**src/rtl/parking_pkg.sv**
```systemverilog
// parking_pkg: shared gate FSM state type and stats counter width for the parking sensor FSM and gate controller
package parking_pkg;
  typedef enum logic [1:0] {CLOSED, OPEN, GUARD} gate_state_t;
  localparam int STATS_W = 16;
endpackage

```
**src/rtl/parking_down_timer.sv**
```systemverilog
// parking_down_timer: 32-bit loadable down-counter that stops at zero
// Ports: clk, rst_n (async, active-low), load/load_val (load wins over counting), zero (count == 0)
module parking_down_timer (
  input  logic        clk,
  input  logic        rst_n,
  input  logic        load,
  input  logic [31:0] load_val,
  output logic        zero
);
  logic [31:0] cnt;
  assign zero = cnt == 32'd0;
  always_ff @(posedge clk or negedge rst_n)
    if (!rst_n) cnt <= '0;
    else cnt <= load ? load_val : zero ? cnt : cnt - 32'd1;
endmodule

```
**src/rtl/parking_gate_ctrl.sv**
```systemverilog
// parking_gate_ctrl: occupancy counter and entry barrier sequencer (CLOSED -> OPEN -> GUARD)
// Ports: clk, rst_n (async, active-low); req_in (level), enter/exit (1-cycle pulses);
//   gate_open (registered), count/full/empty, timeout (1-cycle pulse),
//   err_tailgate/err_range (sticky until reset), total_in/total_out (lifetime counts).
// Macro PARKING_GATE_STATS_EN enables total_in/total_out; otherwise both are tied to 0.
module parking_gate_ctrl
  import parking_pkg::*;
#(
  parameter int CAPACITY     = 16,
  parameter int OPEN_CYCLES  = 50_000_000,
  parameter int GUARD_CYCLES = 5_000_000,
  localparam int CNT_W       = $clog2(CAPACITY + 1)
) (
  input  logic               clk,
  input  logic               rst_n,
  input  logic               req_in,
  input  logic               enter,
  input  logic               exit,
  output logic               gate_open,
  output logic [CNT_W-1:0]   count,
  output logic               full,
  output logic               empty,
  output logic               timeout,
  output logic               err_tailgate,
  output logic               err_range,
  output logic [STATS_W-1:0] total_in,
  output logic [STATS_W-1:0] total_out
);
  localparam logic [CNT_W-1:0] CAP = CNT_W'(CAPACITY);
  gate_state_t state;
  logic load, zero, inc, dec;
  logic [31:0] load_val;
  assign full  = count == CAP;
  assign empty = count == '0;
  assign inc   = enter & ~exit & ~full;
  assign dec   = exit & ~enter & ~empty;
  // One timer serves both phases: loaded on entry to OPEN and again on entry to GUARD.
  assign load     = (state == CLOSED && req_in && !full) || (state == OPEN && enter);
  assign load_val = state == CLOSED ? 32'(OPEN_CYCLES - 1) : 32'(GUARD_CYCLES - 1);
  parking_down_timer u_timer (
    .clk      (clk),
    .rst_n    (rst_n),
    .load     (load),
    .load_val (load_val),
    .zero     (zero)
  );
  always_ff @(posedge clk or negedge rst_n)
    if (!rst_n) begin
      state     <= CLOSED;
      gate_open <= 1'b0;
      timeout   <= 1'b0;
    end else begin
      timeout <= 1'b0;
      case (state)
        CLOSED: if (req_in && !full) begin
          state     <= OPEN;
          gate_open <= 1'b1;
        end
        OPEN: if (enter) begin
          state     <= GUARD;
          gate_open <= 1'b0;
        end else if (zero) begin
          state     <= CLOSED;
          gate_open <= 1'b0;
          timeout   <= 1'b1;
        end
        GUARD: if (zero) state <= CLOSED;
        default: begin
          state     <= CLOSED;
          gate_open <= 1'b0;
        end
      endcase
    end
  always_ff @(posedge clk or negedge rst_n)
    if (!rst_n) begin
      count        <= '0;
      err_range    <= 1'b0;
      err_tailgate <= 1'b0;
    end else begin
      count        <= count + CNT_W'(inc) - CNT_W'(dec);
      err_range    <= err_range | (enter & ~exit & full) | (exit & ~enter & empty);
      err_tailgate <= err_tailgate | (enter & (state != OPEN));
    end
`ifdef PARKING_GATE_STATS_EN
  always_ff @(posedge clk or negedge rst_n)
    if (!rst_n) begin
      total_in  <= '0;
      total_out <= '0;
    end else begin
      total_in  <= total_in + STATS_W'(enter);
      total_out <= total_out + STATS_W'(exit);
    end
`else
  assign total_in  = '0;
  assign total_out = '0;
`endif
endmodule

```
**config.mk**
```make
export PLATFORM = sky130hd
export DESIGN_NAME = parking_gate_ctrl
export DESIGN_NICKNAME = d
export VERILOG_FILES = /design/src/rtl/parking_pkg.sv /design/src/rtl/parking_down_timer.sv /design/src/rtl/parking_gate_ctrl.sv
export SDC_FILE = /design/constraint.sdc
export NUM_CORES = 1
export LEC_CHECK = 0
export BUFFER_PORTS_ARGS = -buffer_cell sky130_fd_sc_hd__buf_2
export CORE_MARGIN = 2
export CORE_UTILIZATION = 48
export CTS_CLUSTER_SIZE = 12
export DETAILED_ROUTE_END_ITERATION = 8
export PLACE_DENSITY = 0.7
export SLEW_MARGIN = 20
export SYNTH_ARGS = -nofsm -noshare
export SYNTH_HDL_FRONTEND = slang
export SYNTH_SLANG_ARGS = --single-unit
```
**constraint.sdc**
```tcl
create_clock -name clk -period 6.9 [get_ports clk]
set_clock_uncertainty 0.15 [all_clocks]
set_input_delay 1.035 -clock clk [delete_from_list [all_inputs] [get_ports clk]]
set_output_delay 1.035 -clock clk [all_outputs]
set_load 0.01 [all_outputs]
```
==> metrics.md <==
| Metric | Value |
|---|---|
| Status | `completed` |
| # IOs | `48` |
| IO Port Bufs | `15` |
| Drt total wl | `4950 µm` |
| Clock buffer depth | `2` |
| Global route overflow | `0` |
| Total track usage | `0.1769` |
| Worst r2r path cells | `12` |
| Routed via count | `1988` |
| Actual slew at the worst max-slew pin | `0.9420 ns` |
| Syn Inst Count | `282` |
| Height of the die | `77.60 µm` |
| Critical Path Fanout Max | `5` |
| Largest net degree at the start of global routing | `44` |
| DR vias/cell | `5.432` |
| Max-cap violations | `0` |
| Sw Pwr | `roughly 360 µW` |
| Drt drc | `0` |
| Antenna viol nets, final | `0` |
| Seq/Total Area, Yosys | `0.4139` |
| Sw Ratio | `0.4017` |
| Syn Std Cell Area | `about 0.0026 mm²` |
| Lkg Pwr | `around 1.1 nW` |
| Final Cycle Share | `0.4358` |
| Cell taking the most area after synthesis | `dfrtp_1` |
| Detail Placement HPWL | `approximately 3600 µm` |
| Int Power | `530.9 µW` |
| Final nets | `308` |
| PD cells | `around 330 mW/mm²` |
| Worst endpoint required time | `5.71 ns` |
| Final slew viol count | `0` |
| FF-to-FF Start | `count[3]` |
| CTS Hold Buffers Added | `0` |
| Final worst slack | `3.893 ns` |
| Hold Crit Start | `err_tailgate` |
| ANT cells | `0` |
| Fraction of layout cells with a size suffix above 1 | `0.1081` |
| Synth Flop Type | `dfrtp_1` |
| Worst Hold Class | `register to register` |
| Max Fclk | `332.6 MHz` |
| Synth area leaders | `dfrtp_1 (41%), buf_4 (9.2%), xnor2_1 (5.4%), nor2_1 (3.9%), ha_1 (3.4%)` |
| Flop pwr share | `0.458` |
| Distinct cell type count after synthesis | `45` |
| Reg-to-reg endpoint | `count[4]` |
| H-tree levels | `2` |
| EDFF count, synth | `0` |
| Initial antenna violation count | `0` |
| Max rail drop VDD | `0.2035 mV` |
| CP Class | `register to primary output` |
| Starting DRT DRC Count | `95` |
| Logic gate share of total power | `0.367` |
| Final setup viols | `0` |
| Clk Latency, worst-skew pair | `0.30 ns` |
| Reg2Reg Setup Slack | `4.02 ns` |
| Yosys reg bits | `43` |
| Root buffer cell | `clkbuf_8` |
| Reg clk slew, reported paths | `0.08 ns` |
| Crit start category | `register` |
| Sink Count | `43` |
| Worst setup EP type | `primary output` |
| Final Critical Period | `3.007 ns` |
| Area grow syn2layout | `3.561%` |
| Clock tree from TritonCTS | `done` |
| Postcts setup bufs | `0` |
| Number of global-route vias before repair | `1848` |
| Asr flop ratio synth | `1.000` |
| Critical Path AT | `between 1.5 and 2 ns` |
| First-pass DRT Iterations | `4` |
| Share of the synthesized area in the top cell type | `0.4139` |
| Core Footprint | `about 0.0052 mm²` |
| Slew margin rel. | `0.3720` |
| Die ar. | `around 0.0060 mm²` |
| Resized Gates After CTS | `0` |
| Placer Congestion | `0.8093` |
| Number of CTS-inserted buffers | `5` |
| Place WS | `3.717 ns` |
| Syn Area/Cell | `9.220 µm²` |
| Hold path depth | `1` |
| WL per Instance | `about 14 µm` |
| Hold Fails Final Rpt | `0` |
| Initial core utilization | `0.5027` |
| Unrepaired setup endpoints after global routing | `false` |
| Total negative slack | `0 ns` |
| # rows | `26` |
| Hold EP | `err_tailgate` |
| First-pass GRT wire length | `8549 µm` |
| Ys Warns | `0` |
| Clock power share | `0.175` |
| Die width | `77.60 µm` |
[critical path: stages (launching register included)]
cell,delay [ns]
dfrtp_1,0.41
inv_1,0.09
ha_1,0.18
nor4bb_1,0.60
buf_2,0.25
[routing by layer]
layer / vias up / share of wire / GRT usage
met5: - / 0 / 0
met4: 0 / 0.016 / 0.05893
met3: 10 / 0.057 / 0.03721
met2: 64 / 0.47 / 0.2690
met1: 958 / 0.46 / 0.2515
li1: 956 / - / -
[final cells by class]
class | count | area, µm²
flip-flops and latches | 43 | 1076
well taps | 70 | 87.58
fillers | 487 | 2480
repair buffers | 15 | 75.07
clock inverters | 2 | 12.51
multi-input cells | 222 | 1339
clock buffers | 6 | 72.57
inverters | 8 | 30.03
[power by group through the flow]
stage / Sequential [mW] / Clock (mW) / Combinational [mW]
finish: 0.407 / 0.155 / 0.325
global route: 0.423 / 0.171 / 0.377
detailed placement: 0.410 / 0 / 0.329
floorplan: 0.400 / 0 / 0.253
global placement: 0.409 / 0 / 0.321
CTS: 0.406 / 0.161 / 0.330
[synth_stat cells, drive strengths merged (6+ instances only)]
master / count
nor2: 27
clkbuf: 7
dfrtp: 43
or3: 6
nor3: 13
nor4: 12
xor2: 10
buf: 33
ha: 7
xnor2: 16
inv: 8
nand2: 19
o21ai: 16
a21oi: 8
nand3: 8
[kinds of logic (layout without fill, tap and decap cells)]
| family | after synthesis | in the layout | synth area share |
|---|---|---|---|
| mux | 2 | 2 | 0.007700 |
| xor+xnor | 26 | 26 | 0.08758 |
| flops | 43 | 43 | 0.4139 |
| fa+ha+maj | 8 | 8 | 0.04138 |
| simple gates | 112 | 112 | 0.2324 |
| buf+inv | 48 | 31 | 0.1160 |
| compound gates | 42 | 42 | 0.09962 |
| other cells | 1 | 32 | 0.001442 |
[stage by stage]
stage | cells | cell area (µm²) | hold WS (ns) | power, mW | util
6_report | 366 | 2693 | 0.3232 | 0.8874 | 0.5206
5_1_grt | 366 | 2693 | 0.3454 | 0.9703 | 0.5206
4_1_cts | 366 | 2693 | 0.3229 | 0.8968 | 0.5206
3_5_place_dp | 358 | 2608 | 0.3022 | 0.7388 | 0.5041
3_3_place_gp | 358 | 2608 | 0.2949 | 0.7304 | 0.5041
2_1_floorplan | 313 | 2716 | 0.3189 | 0.6531 | -
[sequential cells by signal, indices dropped and copies added (netlist names)]
name          cells
gate_open         1
count             5
state             2
u_timer.cnt      32
timeout           1
err_tailgate      1
err_range         1
[cell usage in the layout, fill, tap and decap left out, drive strengths merged, types with 2 or more instances in the layout]
cell     count
nand2b       4
o31ai        3
o21ai       16
or4          5
o311ai       2
nand3        8
xnor2       16
nor4        12
nand2       19
clkbuf       6
xor2        10
ha           7
nor3        13
or3          6
buf         15
nand4        3
a21oi        8
mux2i        2
a2111oi      2
and2         3
or2          3
a31oi        4
conb        32
a21o         2
dfrtp       43
and3         4
nor2        27
inv          8
[how the worst max path moves through the flow]
stage                  start       end  slack [ns]
floorplan              enter  count[4]        3.98
global placement       enter  count[4]        3.78
detailed placement     enter  count[4]        3.72
CTS                 count[3]      full        3.87
global route        count[2]      full        3.66
finish              count[3]      full        3.89
(Power assumes the default switching activity.)
